--- config.mk ---
export PLATFORM = sky130hd
export DESIGN_NAME = uart_tx_sched
export DESIGN_NICKNAME = d
export VERILOG_FILES = /design/src/rtl/uart_sched_pkg.sv /design/src/rtl/rr_arbiter.sv /design/src/rtl/uart_tx_sched.sv
export SDC_FILE = /design/constraint.sdc
export NUM_CORES = 1
export LEC_CHECK = 0
export CAP_MARGIN = 30
export CORE_ASPECT_RATIO = 0.6
export CORE_MARGIN = 2
export CORE_UTILIZATION = 57
export CTS_BUF_LIST = sky130_fd_sc_hd__clkbuf_4 sky130_fd_sc_hd__clkbuf_8 sky130_fd_sc_hd__clkbuf_16
export DETAILED_ROUTE_END_ITERATION = 12
export GPL_TIMING_DRIVEN = 0
export PLACE_DENSITY = 0.82
export REMOVE_ABC_BUFFERS = 1
export SYNTH_ARGS = -nofsm -noshare
export SYNTH_HDL_FRONTEND = slang
export SYNTH_SLANG_ARGS = --single-unit
--- constraint.sdc ---
create_clock -name clk -period 8.6 [get_ports clk]
set_input_delay 1.29 -clock clk [delete_from_list [all_inputs] [get_ports clk]]
set_output_delay 1.29 -clock clk [all_outputs]
set_load 0.1 [all_outputs]
--- src/rtl/uart_sched_pkg.sv ---
// Shared types and helpers for the UART transmit scheduler.
// Holds the FSM state encoding, the bit-period calculation and counter-width helpers.
package uart_sched_pkg;

    typedef enum logic [2:0] {
        ST_IDLE,
        ST_LOAD,
        ST_START,
        ST_WAIT_DONE,
        ST_GAP
    } state_t;

    localparam int N_REQ_DEFAULT = 4;

    function automatic int bit_cycles(input int clk_hz, input int baud);
        return clk_hz / baud;
    endfunction

    // Keeps counters at least one bit wide when the count is 1.
    function automatic int cnt_width(input int n);
        return (n > 1) ? $clog2(n) : 1;
    endfunction

endpackage

--- src/rtl/rr_arbiter.sv ---
// Combinational round-robin pick: the first valid requester at or above rr_ptr, wrapping.
// Returns the pick as both a one-hot vector and an index.
module rr_arbiter
    import uart_sched_pkg::*;
#(
    parameter int N_REQ = N_REQ_DEFAULT,
    localparam int IW = cnt_width(N_REQ)
) (
    input  logic [N_REQ-1:0] req_valid,
    input  logic [IW-1:0]    rr_ptr,
    output logic [N_REQ-1:0] grant_oh,
    output logic [IW-1:0]    grant_idx,
    output logic             any_valid
);

    logic [IW-1:0] idx;

    always_comb begin
        grant_oh  = '0;
        grant_idx = '0;
        any_valid = 1'b0;
        idx       = '0;
        for (int k = 0; k < N_REQ; k++) begin
            idx = IW'((int'(rr_ptr) + k) % N_REQ);
            if (!any_valid && req_valid[idx]) begin
                any_valid      = 1'b1;
                grant_oh[idx]  = 1'b1;
                grant_idx      = idx;
            end
        end
    end

endmodule

--- src/rtl/uart_tx_sched.sv ---
// Packet-granular round-robin scheduler in front of a single UART byte transmitter.
// A granted requester keeps the transmitter until its last byte plus a full stop-bit gap.
//
// state     | meaning
// ----------+--------------------------------------------------------------
// IDLE      | no owner; arbitrate among valid requesters
// LOAD      | req_ready = grant; wait for the owner's next byte (timed out)
// START     | one-cycle tx_start pulse to the transmitter
// WAIT_DONE | frame in flight; wait for tx_done (start of stop bit)
// GAP       | hold off BIT_CYC cycles so the stop bit is a full bit period
module uart_tx_sched
    import uart_sched_pkg::*;
#(
    parameter int N_REQ       = N_REQ_DEFAULT,
    parameter int CLK         = 50000000,
    parameter int BAUD        = 115200,
    parameter int PKT_TIMEOUT = 1000000
) (
    input  logic               clk,
    input  logic               rstn,
    input  logic [N_REQ-1:0]   req_valid,
    input  logic [8*N_REQ-1:0] req_data,
    input  logic [N_REQ-1:0]   req_last,
    output logic [N_REQ-1:0]   req_ready,
    output logic [N_REQ-1:0]   grant,
    output logic [7:0]         tx_data,
    output logic               tx_start,
    input  logic               tx_done,
    output logic               busy,
    output logic               err_timeout
);

    localparam int BIT_CYC = bit_cycles(CLK, BAUD);
    localparam int IW      = cnt_width(N_REQ);
    localparam int GW      = cnt_width(BIT_CYC);
    localparam int TW      = cnt_width(PKT_TIMEOUT);
    localparam logic [GW-1:0] GAP_LAST = GW'(BIT_CYC - 1);
    localparam logic [TW-1:0] TO_LAST  = TW'(PKT_TIMEOUT - 1);

    state_t            state, state_nxt;
    logic [IW-1:0]     rr_ptr, g_idx, arb_idx, next_ptr;
    logic [N_REQ-1:0]  arb_oh;
    logic              arb_any;
    logic [GW-1:0]     gap_cnt;
    logic [TW-1:0]     to_cnt;
    logic              last_q;
    logic              hs;
    logic [7:0]        sel_data;
    logic              sel_last;

    rr_arbiter #(.N_REQ(N_REQ)) u_arb (
        .req_valid (req_valid),
        .rr_ptr    (rr_ptr),
        .grant_oh  (arb_oh),
        .grant_idx (arb_idx),
        .any_valid (arb_any)
    );

    assign next_ptr = (g_idx == IW'(N_REQ - 1)) ? '0 : g_idx + IW'(1);
    assign sel_data = req_data[8*g_idx +: 8];
    assign sel_last = req_last[g_idx];
    assign busy     = (state != ST_IDLE);

    always_ff @(posedge clk or negedge rstn) begin
        if (!rstn) state <= ST_IDLE;
        else       state <= state_nxt;
    end

    always_comb begin
        state_nxt   = state;
        req_ready   = '0;
        tx_start    = 1'b0;
        err_timeout = 1'b0;
        hs          = 1'b0;
        case (state)
            ST_IDLE: begin
                if (arb_any) state_nxt = ST_LOAD;
            end
            ST_LOAD: begin
                req_ready = grant;
                hs        = |(req_valid & grant);
                if (hs) begin
                    state_nxt = ST_START;
                end else if (to_cnt == TO_LAST) begin
                    err_timeout = 1'b1;
                    state_nxt   = ST_IDLE;
                end
            end
            ST_START: begin
                tx_start  = 1'b1;
                state_nxt = ST_WAIT_DONE;
            end
            ST_WAIT_DONE: begin
                if (tx_done) state_nxt = ST_GAP;
            end
            ST_GAP: begin
                if (gap_cnt == GAP_LAST) state_nxt = last_q ? ST_IDLE : ST_LOAD;
            end
            default: state_nxt = ST_IDLE;
        endcase
    end

    // tx_data only moves on a LOAD handshake; the transmitter re-samples it every bit.
    always_ff @(posedge clk or negedge rstn) begin
        if (!rstn) begin
            grant   <= '0;
            g_idx   <= '0;
            rr_ptr  <= '0;
            tx_data <= 8'h00;
            last_q  <= 1'b0;
            gap_cnt <= '0;
            to_cnt  <= '0;
        end else begin
            case (state)
                ST_IDLE: begin
                    if (arb_any) begin
                        grant <= arb_oh;
                        g_idx <= arb_idx;
                    end
                end
                ST_LOAD: begin
                    if (hs) begin
                        tx_data <= sel_data;
                        last_q  <= sel_last;
                        to_cnt  <= '0;
                    end else if (to_cnt == TO_LAST) begin
                        grant  <= '0;
                        rr_ptr <= next_ptr;
                        to_cnt <= '0;
                    end else begin
                        to_cnt <= to_cnt + TW'(1);
                    end
                end
                ST_WAIT_DONE: gap_cnt <= '0;
                ST_GAP: begin
                    if (gap_cnt == GAP_LAST) begin
                        gap_cnt <= '0;
                        if (last_q) begin
                            grant  <= '0;
                            rr_ptr <= next_ptr;
                        end
                    end else begin
                        gap_cnt <= gap_cnt + GW'(1);
                    end
                end
                default: ;
            endcase
        end
    end

endmodule

Word level (Yosys, flattened, before mapping)
Index checks and enable logic that the tools add are counted.
{"block": "op_classes", "n_lt_le_gt_ge": 9, "reduce_logical": 21, "n_mul": 0, "muxes": 59, "bitwise": 4, "shift": 1, "n_addsub": 6, "div": 0, "eq_ne": 14}
{"op": "$mux W20", "n": 2}
{"op": "$mux W4", "n": 10}
{"op": "$shiftx A32 B6 Y8", "n": 1}
{"op": "$add A20 B1 Y20 const B", "n": 1}
{"op": "$eq A20 B20 Y1 const B", "n": 1}
{"op": "$mux W1", "n": 19}
{"op": "$mux W2", "n": 9}
{"op": "$pmux W9 S2", "n": 1}
{"op": "$lt A2 B3 Y1 const B", "n": 5}
{"op": "$mux W3", "n": 5}
{"op": "$pmux W3 S5", "n": 1}
{"op": "$ne A2 B2 Y1 const B", "n": 6}
{"op": "$or A4 B4 Y4", "n": 3}
{"op": "$pmux W4 S3", "n": 1}
{"op": "$bmux W1 S2", "n": 5}
{"op": "$add A9 B1 Y9 const B", "n": 1}
{"op": "$eq A9 B9 Y1 const B", "n": 1}
{"op": "$mux W9", "n": 1}
{"op": "$demux W1 S2", "n": 4}
{"op": "$ge A2 B1 Y1 const B", "n": 4}
{"op": "$logic_and A1 B1 Y1", "n": 7}
{"op": "$eq A3 B2 Y1 const B", "n": 2}
{"op": "$reduce_and A6 Y1", "n": 1}
{"op": "$reduce_bool A3 Y1", "n": 2}
{"op": "other kinds (15)", "n": 21}
{"block": "totals", "inputBits": 43, "regBits": 49, "memories": 0, "wordCells": 122, "latchBits": 0, "output_inout_bits": 19, "mem_bits_ro": 0, "mem_bits_rw": 0}

Depth between registers and ports, before layout
Gate-level depths: netlist of the first run.
{"block": "logic_depth", "depth_word": 14, "ltp_mapped": 8, "ltp_nobuf": 7}

Cells and area by module
From an unflattened synthesis of the first run, not the netlist that was laid out.
{"block": "hier_totals", "hier_cells": 324, "area_unflattened_um2": 3230.6}
{"mod": "uart_tx_sched", "cells_each": 279, "area_per_inst_um2": 2808.9, "instances": 1}
{"mod": "rr_arbiter", "cells_each": 45, "area_per_inst_um2": 421.7, "instances": 1}

Least setup slack after synthesis of the first run
OpenSTA, ideal clock, no wires.
{"block": "synth_path", "path_type": "in2out", "startpoint": "in req_valid[0]", "endpoint": "out err_timeout", "setup_slack_ns": 4.271, "t_required_ns": 7.310, "cell_stages": 3, "t_arrival_ns": 3.039, "path_cell_list": "a22oi_1 > nand3_1 > nor2_1"}
{"block": "synth_via", "elab_chain_cells": 4}
{"element": "start: declaration", "line_no": "uart_tx_sched.sv:21", "text": "input logic [N_REQ-1:0] req_valid,"}
{"element": "$and A4 B4 Y4", "line_no": "uart_tx_sched.sv:81", "text": "hs = |(req_valid & grant);"}
{"element": "$reduce_or A4 Y1", "line_no": "uart_tx_sched.sv:81"}
{"element": "$mux W1", "line_no": "uart_tx_sched.sv:82", "text": "if (hs) begin"}
{"element": "$mux W1", "line_no": "uart_tx_sched.sv:75", "text": "case (state)"}
{"element": "end: declaration", "line_no": "uart_tx_sched.sv:30", "text": "output logic err_timeout"}
No other way between the ends.

Worst setup path after layout of the first run
Same ends and word-level chain as after synthesis.

==> key figures, run 1 <==
Pwr
  – Clk pwr share: 34.3%
  – Switch share: 23.4%
  – Seq pwr share: 55.2%
  – Sw Pwr: 0.0993 mW
  – Peak supply drop: 0.0000645 V
  – Leak pwr: 1.60 nW
  – Logic pwr share: 10.5%
  – Cell Int Power: 0.325 mW
  – PwrDens: 105 mW/mm2
  – Total Power: 0.424 mW

Final layout
  – Commonest non-fill, non-tap cells in the layout: clkdlybuf4s50_1, dfrtp_1, o21ai_0
  – Finished Layout Cells: 453
  – Ant diodes: 0
  – Most common cell after layout, fill and taps aside: clkdlybuf4s50_1
  – Nets: 426
  – Seq. cell area: 0.00123 mm2
  – Layout cells sized above 1: 14.2%
  – Fin util: 72.7%
  – Synthesis-to-finish area growth: 24.1%
  – Layout fillers: 417
  – Multi-input logic area: 0.00191 mm2
  – Post-route cell area: 0.00403 mm2

Critical path
  – Critical Path Start Type: input pin
  – CP Capture Type: output port
  – Worst Path Required: 7.31 ns
  – Critical path class: in -> out
  – Worst EP arrival: 3.82 ns
  – R2R cell count: 7
  – Worst Setup SP: req_valid[0]
  – Reg2reg start: rr_ptr[0]
  – Critical path fanouts, max: 8

Floorplanning
  – Core area: 0.00554 mm2
  – DIE HEIGHT: 62.5 um
  – Initial Util: 58.5%
  – Top Ports: 62
  – Die area: 0.00633 mm2
  – Die width: 101 um
  – Core Rows: 21

CTS
  – H-tree depth: 2
  – Latest clock arrival within the worst-skew pair: 0.31 ns
  – Clk slew on worst S/H paths: 0.09 ns
  – Total CTS buffers: 5
  – Root buffer cell: clkbuf_8
  – CTS-repair resized insts: 0
  – CTS max path bufs: 2
  – Postcts setup bufs: 0
  – CTS tree: done
  – Hold_buf cts: 0
  – CTS Sinks: 49

Synthesis
  – Top FF cell, synth: dfrtp_1
  – Async S/R FF share, synth: 100%
  – Post-Syn Area: 0.00325 mm2
  – Register area share after synthesis: 37.8%
  – Synth area leaders: dfrtp_1, mux4_2, mux2_2
  – Number of synthesized flops with an enable pin: 0
  – Mapped Cells: 315
  – Yosys warns: 0
  – Register bit total from synthesis: 49
  – Leading area contributor after synthesis: dfrtp_1
  – Cell variety after synth: 57
  – Synth top area share: 37.8%
  – Syn Area/Cell: 10.3 um2

Place
  – Post-detail-place hpwl: 5.56 mm
  – DP Cell Count: 445
  – I/O Buffers: 61
  – Post-DP Area: 0.00394 mm2
  – Dpl ws: 3.48 ns
  – Placer congestion estimate: 0.904

GRT
  – GRT Util Overall: 25.1%
  – Largest net degree at the start of global routing: 32
  – Antenna violations before repair: 0
  – Vias in the first global route: 2691
  – First-pass GRT wire length: 12.6 mm
  – GRT overflow: 0

Route
  – Vias: 2767
  – Post-detailed-route DRC marker count: 0
  – M1 wire length: 3.43 mm
  – DR top layer: met4
  – DRT Pass-1 Iters: 5
  – Vias per Instance: 6.11
  – Wirelength per Cell: 16.2 um
  – Met3 WL: 472 um
  – Initial DRC Count: 161
  – Post-route ant nets: 0
  – DRT Wirelength: 7.33 mm
  – WL met2: 3.35 mm

STA
  – Fin. max-slew vios: 0
  – Period utilization: 59.5%
  – # setup viols final: 0
  – Hold slack: 0.486 ns
  – Final hold violations: 0
  – Post-layout min period: 5.11 ns
  – RSZ-0062 raised after global routing: no
  – Rel. slew slack: 34.1%
  – Worst-margin pin slew: 0.985 ns
  – Final worst-path setup slack: 3.49 ns
  – Fmax: 0.196 GHz
  – Setup TNS Final: 0 ns
  – Clock Skew: 0.0101 ns

Job
  – Max-cap violations: 0

Status
  – Status: completed

Hold path
  – Worst Hold Class: reg -> reg
  – WHS Path Cells: 1
  – Min-delay src: to_cnt[16]
-- flip-flops by register name, summed over array words and instances (netlist names) --
name	flops
gap_cnt	9
to_cnt	20
rr_ptr	2
grant	4
state	3
g_idx	2
tx_data	8
last_q	1
-- power by group through the flow --
stage          logic, mW  registers, mW  clock network [mW]
5_1_grt           0.0490          0.235               0.156
6_report          0.0444          0.234               0.145
2_1_floorplan     0.0169          0.238                   0
4_1_cts           0.0449          0.234               0.144
3_3_place_gp      0.0431          0.239                   0
3_5_place_dp      0.0448          0.239                   0
-- synthesized netlist by cell type (3+ instances only) --
cell type / instances
nor4_1: 3
buf_2: 7
nand2_1: 22
a31oi_1: 4
clkbuf_1: 7
ha_1: 11
nand2b_1: 6
nor2b_1: 3
o21ai_0: 26
o31ai_1: 4
dfrtp_1: 49
nand4_1: 8
and3_1: 3
a21oi_1: 14
inv_1: 10
nor2_1: 14
o2bb2ai_1: 4
mux2_2: 14
a221oi_1: 5
mux4_2: 12
and2_1: 10
a22o_1: 4
a21o_1: 3
nand3_1: 20
mux2_4: 4
mux2i_1: 8
-- kinds of logic (layout without fill, tap and decap cells) --
group	after synthesis	count (layout)	synth area share (%)
simple gates	105	105	18.8
compound gates	82	82	16.8
flops	49	49	37.8
mux	39	39	18.3
buf+inv	26	84	3.28
fa+ha+maj	11	11	4.24
xor+xnor	3	3	0.810
-- worst max-delay path: stages --
cell and delay, ns:
clkdlybuf4s50_1 0.53, a22oi_1 0.38, nand3_1 0.27, nor2_1 0.19, clkdlybuf4s50_1 1.15
-- final cells by class --
class | count | area share, %
clock inverter | 1 | 0.186
sequential | 49 | 30.4
tap | 80 | 2.48
timing repair buffer | 66 | 16.4
clock buffer | 7 | 2.08
inverter | 10 | 0.932
multi-input combinational | 240 | 47.5
-- final timing paths --
| path | end | slack, ns |
|---|---|---|
| max in group asynchronous | state[0] | 7.17 |
| max | err_timeout | 3.49 |
| min in group asynchronous | gap_cnt[0] | 0.91 |
| max reg2reg | grant[3] | 5.46 |
| min | to_cnt[16] | 0.49 |
| min reg2reg | to_cnt[16] | 0.49 |
-- metal layers --
layer  vias up  track usage (%)
met5         -                0
met4         0             6.59
met3         9             5.70
met2        98             38.6
met1      1349             36.0
li1       1311                -
Power figures use the tool's default switching activity.
==> inputs of run 2 (changes only) <==
--- a/config.mk
+++ b/config.mk
@@ -8,11 +8,11 @@
 export CAP_MARGIN = 30
 export CORE_ASPECT_RATIO = 0.6
 export CORE_MARGIN = 2
-export CORE_UTILIZATION = 57
+export CORE_UTILIZATION = 48
 export CTS_BUF_LIST = sky130_fd_sc_hd__clkbuf_4 sky130_fd_sc_hd__clkbuf_8 sky130_fd_sc_hd__clkbuf_16
 export DETAILED_ROUTE_END_ITERATION = 12
 export GPL_TIMING_DRIVEN = 0
-export PLACE_DENSITY = 0.82
+export PLACE_DENSITY = 0.74
 export REMOVE_ABC_BUFFERS = 1
 export SYNTH_ARGS = -nofsm -noshare
 export SYNTH_HDL_FRONTEND = slang
==> constraint.sdc (replaced) <==
create_clock -name clk -period 4.5 [get_ports clk]
set_input_delay 0.675 -clock clk [delete_from_list [all_inputs] [get_ports clk]]
set_output_delay 0.675 -clock clk [all_outputs]
set_load 0.1 [all_outputs]
==> key figures, run 2 (synthesized netlist as in run 1, its figures left out) <==
STA
  – RSZ-0062 raised after global routing: no
  – Setup TNS Final: 0 ns (unchanged)
  – Final hold violations: 0 (unchanged)
  – # setup viols final: 0 (unchanged)
  – Period utilization: 86.7%
  – Rel. slew slack: 32.9% (-1.2 points)
  – Fmax: 0.256 GHz
  – Clock Skew: 0.00591 ns (-0.00424 ns)
  – Worst-margin pin slew: 1.00 ns (+0.0180 ns)
  – Post-layout min period: 3.90 ns
  – Fin. max-slew vios: 0 (unchanged)

Final layout
  – Most common cell after layout, fill and taps aside: clkdlybuf4s50_1
  – Most flops, register: to_cnt
  – Largest register FFs: 20 (unchanged)
  – Largest regs: to_cnt x20, gap_cnt x9, tx_data x8
  – Commonest non-fill, non-tap cells in the layout: clkdlybuf4s50_1, dfrtp_1, o21ai_0
  – Ant diodes: 0 (unchanged)
  – Layout cells sized above 1: 14.2% (unchanged)
  – Finished Layout Cells: 460 (+1.5%)
  – Synthesis-to-finish area growth: 26.9%
  – Nets: 426 (unchanged)

Route
  – Post-route ant nets: 0 (unchanged)
  – Vias per Instance: 6.04 (-1.1%)
  – DRT Pass-1 Iters: 5 (unchanged)
  – Vias: 2778 (+0.40%)
  – Wirelength per Cell: 16.6 um (+2.6%)
  – DRT Wirelength: 7.64 mm (+4.2%)
  – Post-detailed-route DRC marker count: 0 (unchanged)
  – Initial DRC Count: 199 (+24%)

GRT
  – First-pass GRT wire length: 12.4 mm (-1.8%)
  – GRT Util Overall: 21.8% (-3.3 points)
  – GRT overflow: 0 (unchanged)
  – Vias in the first global route: 2545 (-5.4%)
  – Largest net degree at the start of global routing: 34 (+6.3%)
  – Antenna violations before repair: 0 (unchanged)

CTS
  – Clk slew on worst S/H paths: 0.06 ns (-0.03 ns)
  – Total CTS buffers: 5 (unchanged)
  – Hold_buf cts: 0 (unchanged)
  – CTS Sinks: 49 (unchanged)
  – Latest clock arrival within the worst-skew pair: 0.29 ns (-0.02 ns)
  – H-tree depth: 2 (unchanged)
  – Postcts setup bufs: 0 (unchanged)
  – CTS max path bufs: 2 (unchanged)
  – CTS tree: done
  – CTS-repair resized insts: 0 (unchanged)
  – Root buffer cell: clkbuf_16

Status
  – Status: completed

Place
  – I/O Buffers: 61 (unchanged)
  – DP Cell Count: 452 (+1.6%)
  – Post-detail-place hpwl: 5.80 mm (+4.4%)
  – Placer congestion estimate: 0.829 (-8.3%)

Critical path
  – Critical path fanouts, max: 8 (unchanged)
  – Critical path class: in -> out
  – Worst EP arrival: 3.23 ns (-0.59 ns)
  – Worst Path Required: 3.83 ns (-3.48 ns)
  – RR Endpoint: grant[2]
  – Critical Path Start Type: input pin
  – CP Capture Type: output port
  – Reg2reg start: rr_ptr[0]
  – FF-to-FF setup slack: 1.30 ns (-4.16 ns)
  – R2R cell count: 7 (unchanged)

Floorplanning
  – Die area: 0.00746 mm2 (+18%)
  – Die width: 110 um (+8.6%)
  – DIE HEIGHT: 67.7 um (+8.4%)
  – Core area: 0.00662 mm2 (+19%)
  – Core Rows: 23 (+9.5%)
  – Initial Util: 49.0% (-9.5 points)
  – Top Ports: 62 (unchanged)

Job
  – Max-cap violations: 0 (unchanged)

Pwr
  – Leak pwr: 1.64 nW (+2.6%)
  – PwrDens: 238 mW/mm2 (+130%)
  – Peak supply drop: 0.000138 V (+110%)

Hold path
  – Worst Hold Class: in -> async
==> run 2: per-layer routing <==
metal  vias to the layer above  share of wire, %  global-route usage, %  routed length (um)
li1                       1310                 -                      -                   -
met1                      1363                49                   32.4                3720
met2                        95                43                   31.7                3310
met3                        10               7.1                   5.79                 541
met4                         0              0.94                   4.84                  72
met5                         -                 0                      0                   0
==> run 2: worst max-delay path: stages <==
cell and delay [ns]:
clkdlybuf4s50_1 0.55, a22oi_1 0.37, nand3_1 0.27, nor2_1 0.21, clkdlybuf4s50_1 1.15
==> run 2: worst max-delay path by stage <==
| stage | startpoint | endpoint | slack, ns |
|---|---|---|---|
| after floorplan | grant[0] | err_timeout | 1.20 |
| after global placement | req_valid[0] | err_timeout | 0.63 |
| after detailed placement | req_valid[0] | err_timeout | 0.61 |
| after CTS | req_valid[0] | err_timeout | 0.61 |
| after global routing | req_valid[0] | err_timeout | 0.43 |
| final | req_valid[0] | err_timeout | 0.60 |
==> run 2: per-stage QoR <==
stage | area, um2 | hold slack, ns | setup slack, ns | total power [mW] | utilization, %
5_1_grt | 4120 | 0.351 | 0.428 | 1.00 | 62.2
3_5_place_dp | 3940 | 0.485 | 0.611 | 0.544 | 59.6
4_1_cts | 4120 | 0.348 | 0.611 | 0.984 | 62.2
3_3_place_gp | 3900 | 0.474 | 0.630 | 0.541 | 58.9
6_report | 4120 | 0.320 | 0.597 | 0.979 | 62.2
2_1_floorplan | 3180 | 0.379 | 1.20 | 0.488 | -
==> run 2: power by group <==
group | total [mW] | switching, mW | internal (mW) | leakage [nW]
Combinational | 0.0870 | 0.0297 | 0.0572 | 0.894
Sequential | 0.448 | 0.00678 | 0.442 | 0.661
Clock | 0.443 | 0.159 | 0.284 | 0.0875
Total | 0.979 | 0.196 | 0.783 | 1.64
==> run 2: area by class of cell <==
class / count / area (um2)
fill: 542 / 2500
inverter: 10 / 37.5
clock inverter: 1 / 30.0
timing repair buffer: 66 / 657
multi-input combinational: 240 / 1910
sequential: 49 / 1230
tap: 87 / 109
clock buffer: 7 / 146
